==> config.mk <==
export PLATFORM = sky130hd
export DESIGN_NAME = motor_drive
export DESIGN_NICKNAME = d
export VERILOG_FILES = /design/src/rtl/motor_drive.sv
export SDC_FILE = /design/constraint.sdc
export NUM_CORES = 1
export LEC_CHECK = 0
export CAP_MARGIN = 30
export CELL_PAD_IN_SITES_DETAIL_PLACEMENT = 1
export CELL_PAD_IN_SITES_GLOBAL_PLACEMENT = 2
export CORE_ASPECT_RATIO = 1.5
export CORE_UTILIZATION = 41
export CTS_CLUSTER_DIAMETER = 60
export CTS_CLUSTER_SIZE = 14
export DETAILED_ROUTE_END_ITERATION = 16
export PLACE_DENSITY_LB_ADDON = 0.1
export SLEW_MARGIN = 20
export SYNTH_ARGS = -nofsm -noshare
export SYNTH_HDL_FRONTEND = slang
export SYNTH_SLANG_ARGS = --single-unit
==> constraint.sdc <==
create_clock -name clk -period 6 [get_ports clk]
set_input_delay 1.2 -clock clk [delete_from_list [all_inputs] [get_ports clk]]
set_output_delay 1.2 -clock clk [all_outputs]
set_load 0.03 [all_outputs]
==> src/rtl/motor_drive.sv <==
// Dual H-bridge motor driver: 15-slot PWM, ramped duty changes and a
// bridge-off dead time on direction change or emergency stop.
module motor_drive #(
   parameter int unsigned clk_f    = 50_000_000,
   parameter int unsigned cmd_l    = 4,
   parameter int unsigned slot_div = clk_f / (15 * 20_000),
   parameter int unsigned ramp_div = clk_f / 100,
   parameter int unsigned dead_cyc = clk_f / 1000
) (
   input  logic             clk,
   input  logic             rst,
   input  logic [cmd_l-1:0] speed_cmd,
   input  logic [cmd_l-1:0] dir_cmd,
   input  logic             estop,
   output logic             la,
   output logic             lb,
   output logic             ra,
   output logic             rb,
   output logic [cmd_l-1:0] duty_o,
   output logic [1:0]       state_o
);

   localparam int unsigned PW = (slot_div > 1) ? $clog2(slot_div) : 1;
   localparam int unsigned RW = (ramp_div > 1) ? $clog2(ramp_div) : 1;
   localparam int unsigned DW = (dead_cyc > 0) ? $clog2(dead_cyc + 1) : 1;

   localparam logic [cmd_l-1:0] C_FWD   = cmd_l'(4'b1000);
   localparam logic [cmd_l-1:0] C_REV   = cmd_l'(4'b0100);
   localparam logic [cmd_l-1:0] C_LEFT  = cmd_l'(4'b0010);
   localparam logic [cmd_l-1:0] C_RIGHT = cmd_l'(4'b0001);

   typedef enum logic [1:0] {IDLE = 2'd0, RUN = 2'd1, RAMP_DOWN = 2'd2, DEAD = 2'd3} state_t;
   typedef enum logic [2:0] {D_STOP, D_FWD, D_REV, D_LEFT, D_RIGHT} dir_t;

   state_t           state_q, state_n;
   dir_t             cur_dir_q, cur_dir_n, tgt;
   logic [PW-1:0]    pre_q;
   logic [cmd_l-1:0] slot_q;
   logic [RW-1:0]    rcnt_q;
   logic [DW-1:0]    dead_q, dead_n;
   logic [cmd_l-1:0] duty_n, duty_pwm_q, duty_pwm_n;
   logic [3:0]       bridge_n;
   logic             pre_tc, slot_wrap, tick, p, go;

   assign pre_tc    = (pre_q == PW'(slot_div - 1));
   assign slot_wrap = pre_tc && (slot_q == cmd_l'(14));
   assign tick      = (rcnt_q == RW'(ramp_div - 1));
   assign p         = (slot_q < duty_pwm_q);
   assign state_o   = state_q;

   always_ff @(posedge clk or negedge rst) begin
      if (!rst) begin
         pre_q  <= '0;
         slot_q <= '0;
         rcnt_q <= '0;
      end else begin
         pre_q  <= pre_tc ? '0 : pre_q + 1'b1;
         if (pre_tc) slot_q <= slot_wrap ? '0 : slot_q + 1'b1;
         rcnt_q <= tick ? '0 : rcnt_q + 1'b1;
      end
   end

   always_comb begin
      tgt = D_STOP;
      case (dir_cmd)
         C_FWD:   tgt = D_FWD;
         C_REV:   tgt = D_REV;
         C_LEFT:  tgt = D_LEFT;
         C_RIGHT: tgt = D_RIGHT;
         default: tgt = D_STOP;
      endcase
   end

   assign go = (tgt != D_STOP) && (speed_cmd != '0);

   always_comb begin
      state_n    = state_q;
      cur_dir_n  = cur_dir_q;
      duty_n     = duty_o;
      dead_n     = dead_q;
      duty_pwm_n = slot_wrap ? duty_o : duty_pwm_q;
      if (estop) begin
         state_n    = DEAD;
         duty_n     = '0;
         duty_pwm_n = '0;
         dead_n     = DW'(dead_cyc);
      end else begin
         case (state_q)
            IDLE: begin
               duty_n = '0;
               if (go) begin
                  cur_dir_n = tgt;
                  state_n   = RUN;
               end
            end
            RUN: begin
               if (duty_o == '0 && speed_cmd == '0) begin
                  state_n   = IDLE;
                  cur_dir_n = D_STOP;
               end else if (tgt != cur_dir_q) begin
                  state_n = RAMP_DOWN;
               end else if (tick) begin
                  if (duty_o < speed_cmd)      duty_n = duty_o + 1'b1;
                  else if (duty_o > speed_cmd) duty_n = duty_o - 1'b1;
               end
            end
            RAMP_DOWN: begin
               if (duty_o == '0) begin
                  state_n = DEAD;
                  dead_n  = DW'(dead_cyc);
               end else if (tick) begin
                  duty_n = duty_o - 1'b1;
                  if (duty_o == cmd_l'(1)) begin
                     state_n = DEAD;
                     dead_n  = DW'(dead_cyc);
                  end
               end
            end
            DEAD: begin
               // Stale PWM duty must not reach the bridge in the new direction.
               duty_pwm_n = '0;
               if (dead_q > DW'(1)) begin
                  dead_n = dead_q - 1'b1;
               end else begin
                  dead_n = '0;
                  if (go) begin
                     cur_dir_n = tgt;
                     state_n   = RUN;
                  end else begin
                     cur_dir_n = D_STOP;
                     state_n   = IDLE;
                  end
               end
            end
            default: state_n = IDLE;
         endcase
      end
   end

   // Legs follow the next state so they are registered alongside state_o.
   always_comb begin
      bridge_n = '0;
      if (!estop && (state_n == RUN || state_n == RAMP_DOWN)) begin
         case (cur_dir_n)
            D_FWD:   bridge_n = {p, 1'b0, p, 1'b0};
            D_REV:   bridge_n = {1'b0, p, 1'b0, p};
            D_LEFT:  bridge_n = {1'b0, p, p, 1'b0};
            D_RIGHT: bridge_n = {p, 1'b0, 1'b0, p};
            default: bridge_n = '0;
         endcase
      end
   end

   always_ff @(posedge clk or negedge rst) begin
      if (!rst) begin
         state_q         <= IDLE;
         cur_dir_q       <= D_STOP;
         duty_o          <= '0;
         duty_pwm_q      <= '0;
         dead_q          <= '0;
         {la, lb, ra, rb} <= '0;
      end else begin
         state_q         <= state_n;
         cur_dir_q       <= cur_dir_n;
         duty_o          <= duty_n;
         duty_pwm_q      <= duty_pwm_n;
         dead_q          <= dead_n;
         {la, lb, ra, rb} <= bridge_n;
      end
   end

endmodule
### Word level (Yosys, flattened, before mapping)

Index checks and enable logic that the tools add are counted.

* output and inout port bits: 10
* bits in registers: 64
* input port bits: 11

* equal/unequal tests: 26
* reduce and logical (&&, ||, !) cells: 16
* order comparisons: 4
* $add $sub $neg: 6
* mux-type cells: 40

Operator list (number)
* 16-bit 2-to-1 mux: 5
* 4-bit 2-to-1 mux: 13
* 16-bit one-hot mux with 2 select lines: 1
* 19-bit by 1-bit adder with 19-bit output (second input constant): 1
* 19-bit equality test (second input constant): 1
* 19-bit 2-to-1 mux: 1
* 16-bit by 1-bit > comparator with 1-bit output (second input constant): 1
* 2-bit 2-to-1 mux: 8
* 4-bit one-hot mux with 4 select lines: 1
* 16-bit by 1-bit subtractor with 16-bit output (second input constant): 1
* 3-bit 2-to-1 mux: 5
* 3-bit inequality test (second input constant): 5
* 4-bit inequality test (second input constant): 3
* 3-bit one-hot mux with 4 select lines: 1
* 4-bit one-hot mux with 3 select lines: 1
* 3-bit one-hot mux with 3 select lines: 1
* 3-bit nonzero test: 3
* 4-bit by 1-bit adder with 4-bit output (second input constant): 2
* 8-bit by 1-bit adder with 8-bit output (second input constant): 1
* 4-bit by 1-bit equality test with 1-bit output (second input constant): 2
* 4-bit equality test (second input constant): 2
* 8-bit equality test (second input constant): 1
* 4-bit zero test: 2
* 4-bit < comparator: 2
* other kinds (20): 28

### Depth between registers and ports, before layout

* word-level depth: 12
* mapped depth: 10
* mapped depth without buffers: 10

### Least setup slack after synthesis

No wires, ideal clock.

* path type: input to register
* start: input speed_cmd[1]
* end: register duty_o[3]
* cell stages on the path: 9
* path slack: 2928 ps
* required time: 5879 ps
* arrival: 2951 ps
* cells stage by stage: inv_1 ha_1 a21o_1 a21o_1 a21oi_1 mux2_2 a32oi_1 nand4_1 a22o_1

* word-level cells in the longest chain between the ends: 7
* elaborated cells on any way between the ends: 13
* those cells by class: order compare (2); eq/ne (2); mux (6); reduce/logical (3)

Ends and longest elaborated chain
* start: declaration: line 12 `input logic [cmd_l-1:0] speed_cmd,`
* 4-bit < comparator: line 103 `if (duty_o < speed_cmd) duty_n = duty_o + 1'b1;`
* 4-bit 2-to-1 mux: line 103
* 4-bit 2-to-1 mux: line 102 `end else if (tick) begin`
* 4-bit 2-to-1 mux: line 100 `end else if (tgt != cur_dir_q) begin`
* 4-bit 2-to-1 mux: line 97 `if (duty_o == '0 && speed_cmd == '0) begin`
* 4-bit one-hot mux with 3 select lines: line 88 `case (state_q)`
* 4-bit 2-to-1 mux: line 82 `if (estop) begin`
* end signal: assignment: line 165 `duty_o <= duty_n;`
* end: declaration: line 19 `output logic [cmd_l-1:0] duty_o,`

Parallel ways exist; a longest one is shown, timed or not. The select of a mux whose other input is x is not followed.
A chain may end at the register's enable or synchronous reset.

### Worst setup path after layout

Same ends and word-level chain as after synthesis.

==> flow_summary.ini <==
[route]
drt_first_pass_iters = 4
routed_wl_mm = 9.72
final_antenna_net_count = 0
vias_per_cell = 5.66
post_drt_wl_per_cell_um = 16.7
drtIter0Drc = 121
remaining_drc_errors = 0
num_vias = 3297

[grt]
grt_max_degree = 65
grt-ovfl-total = 0
grt_pass1_vias = 3518
grt_first_pass_wirelength_mm = 16.5
grt_usage_pct = 21.5
antenna_found_initial = 0

[synthesis]
syn-cell-area_um2 = 3970
ys.flop_type = dfrtp_1
synth_xor_area_share_pct = 6.82
synthesis.nets = 481
muxShareOfSynthArea_pct = 2.08
synth_fa_ha_area_share_pct = 6.63
synth_edf_count = 0
ys_ff_latch = 64
netlist_instances = 449
synth_area_leaders = dfrtp_1 40%, ha_1 6.6%, nor2_1 5.6%
yosys_warnings = 0
yosysTopAreaCellShare_pct = 40.4
async_flop_share_pct = 100
synth.avg_cell_area_um2 = 8.83
synth_top_family_by_area = simple AND/OR/NAND/NOR gates
synthSimpleGateAreaFrac_pct = 25.3
synthDistinctLibCells = 58
synth-seq-area-share_pct = 40.4
synth_compound_area_share_pct = 14.0
synth_top_cell_by_area = dfrtp_1

[floorplan]
placementRows = 43
dieArea_um2 = 10100
die_x_um = 82.3
die_h_um = 122
initial_core_util_pct = 42.6
num_io_pins = 21
core_area_um2 = 9310

[finish]
fillCellCount = 1089
insertedDiodeCount = 0
nets = 498
area_delta_synth_final_pct = 14.2
drive_gt1_share_pct = 7.86
seq_area_um2 = 1600
multi_input_area_um2 = 2170

[clock_network]
cts_sinks = 64
cts_hold_buf = 0
clockRootBuffer = clkbuf_16
htree_levels = 3
clockBufferDepth = 2
post-cts-setup-buffer-count = 0
cts_resized = 0
insertion_delay_ns = 0.33
cts_tree = built
numCtsBuffers = 9
path_clk_slew_ns = 0.05

[placement]
gp_congestion = 0.821
port_buffers = 20
dpl.hpwl_mm = 6.98

[timing]
final_hold_viol_count = 0
slew_viol_final = 0
worstMarginPinSlew_ns = 0.829
fin_crit_sh_pct = 57.3
rsz0062_at_grt = false
worst_hold_slack_ns = 0.484
skew_ns = 0.00445
max_freq_mhz = 291
setup_viol = 0
relSlewSlack_pct = 44.2
min_period_ns = 3.44
tns_ns = 0

[run_status]
status = finished clean

[setup_path]
end_kind = flop
cp.required_ns = 6.21
slowest_delay_ns = 0.50
r2r_start = dead_q[0]
crit_chain = clkdlybuf4s50_1 -> inv_1 -> ha_1 -> a21o_1 -> a21o_1 -> a21oi_1 -> mux2_2 -> a32oi_1 -> nand4_1 -> a22o_1
criticalPathCategory = input pin to flop
crit_path_start_kind = input pin
cp_max_fo = 4
cp_slowest_cell = clkdlybuf4s50_1
worstSetupStartpoint = speed_cmd[1]
cp.arrival_ns = 3.65
cpMostUsedCell = a21o_1

[hold_path]
min_path_type = flop to flop
min_from = rcnt_q[0]

[power]
p_leak_nw = 1.94
vdd_ir_drop_max_mv = 0.189
power_density_nw_per_um2 = 339

[run]
max_cap_violations = 0
## report_power, final
| group | leakage [nW] | switching [mW] | internal (mW) |
|---|---|---|---|
| clock | 0.139 | 0.184 | 0.313 |
| combinational | 0.985 | 0.336 | 0.185 |
| sequential | 0.819 | 0.0504 | 0.465 |
| total | 1.94 | 0.571 | 0.963 |
## metal layers
metal | vias up | GRT usage, % | part of all wire (%) | wire, µm
met2 | 37 | 37.7 | 51 | 4930
met3 | 15 | 3.64 | 2.4 | 234
met1 | 1640 | 25.6 | 44 | 4320
li1 | 1605 | - | - | -
met4 | 0 | 8.55 | 2.3 | 225
met5 | - | 0 | 0 | 0
## cells in the final DEF (no fill, tap or decap), drive strengths merged, types with 3 or more instances in the layout
cell           count
nor3              19
nand4             13
o21ai             33
and3               7
inv               29
nand2             35
ha                21
nand3             20
a21o               3
a21oi             27
xnor2             14
clkdlybuf4s50     19
nor4               6
o31ai              8
buf                4
xor2              16
nand2b             5
nor4b              4
clkbuf            14
or3                3
and2               5
nor2              59
dfrtp             64
mux2i              6
## kinds of logic (layout without fill, tap and decap cells)
family                     after synthesis  count (layout)
xor gates and xnor gates                30              30
adders and majority gates               21              21
AOI/OAI and AO/OA                       89              89
DFF                                     64              64
buffers and inverters                   46              68
muxes                                    8               8
and+or+nand+nor                        191             191
## layout make-up
cell class,instances,area share [%]
multi-input cells,339,48.0
flip-flops and latches,64,35.4
clock buffers,14,6.05
repair buffers,23,4.81
well taps,112,3.09
inverters,29,2.40
clock inverters,2,0.276
## worst paths after layout
| kind | endpoint | cells after the start | slack (ns) |
|---|---|---|---|
| min in group asynchronous | ra | 2 | 1.03 |
| hold / removal | rcnt_q[0] | 1 | 0.48 |
| setup reg to reg | rb | 10 | 3.06 |
| max in group asynchronous | rcnt_q[3] | 2 | 4.39 |
| setup / recovery | duty_o[3] | 10 | 2.56 |
| hold reg to reg | rcnt_q[0] | 1 | 0.48 |
## state kept, by name (all words and copies together), names as in the netlist
name,count
rb,1
duty_o,4
rcnt_q,19
slot_q,4
duty_pwm_q,4
state_o,2
pre_q,8
la,1
ra,1
dead_q,16
lb,1
cur_dir_q,3
## cells in the mapped netlist (all sizes together) (9+ instances only)
master,number
o21ai,33
xnor2,14
inv,29
xor2,16
clkbuf,9
nor3,19
nand2,35
nand4,13
nor2,59
ha,21
a21oi,27
dfrtp,64
nand3,20
## stage by stage
stage          total power [mW]  std cells  area [µm²]  setup slack, ns  utilization [%]
2_1_floorplan             0.891        449        3970             2.93                -
3_3_place_gp               1.03        565        4230             2.32             45.4
3_5_place_dp               1.05        566        4240             2.23             45.5
4_1_cts                    1.55        582        4520             2.58             48.6
5_1_grt                    1.63        583        4530             2.43             48.7
6_report                   1.53        583        4530             2.56             48.7
## critical path: cells and delay by family
family,cells,cell delay (ns)
and+or+nand+nor,1,0.12
AOI/OAI and AO/OA,5,1.09
buffers and inverters,2,0.55
muxes,1,0.38
adders and majority gates,1,0.30
Note: power is estimated with default switching activity, not from simulation.
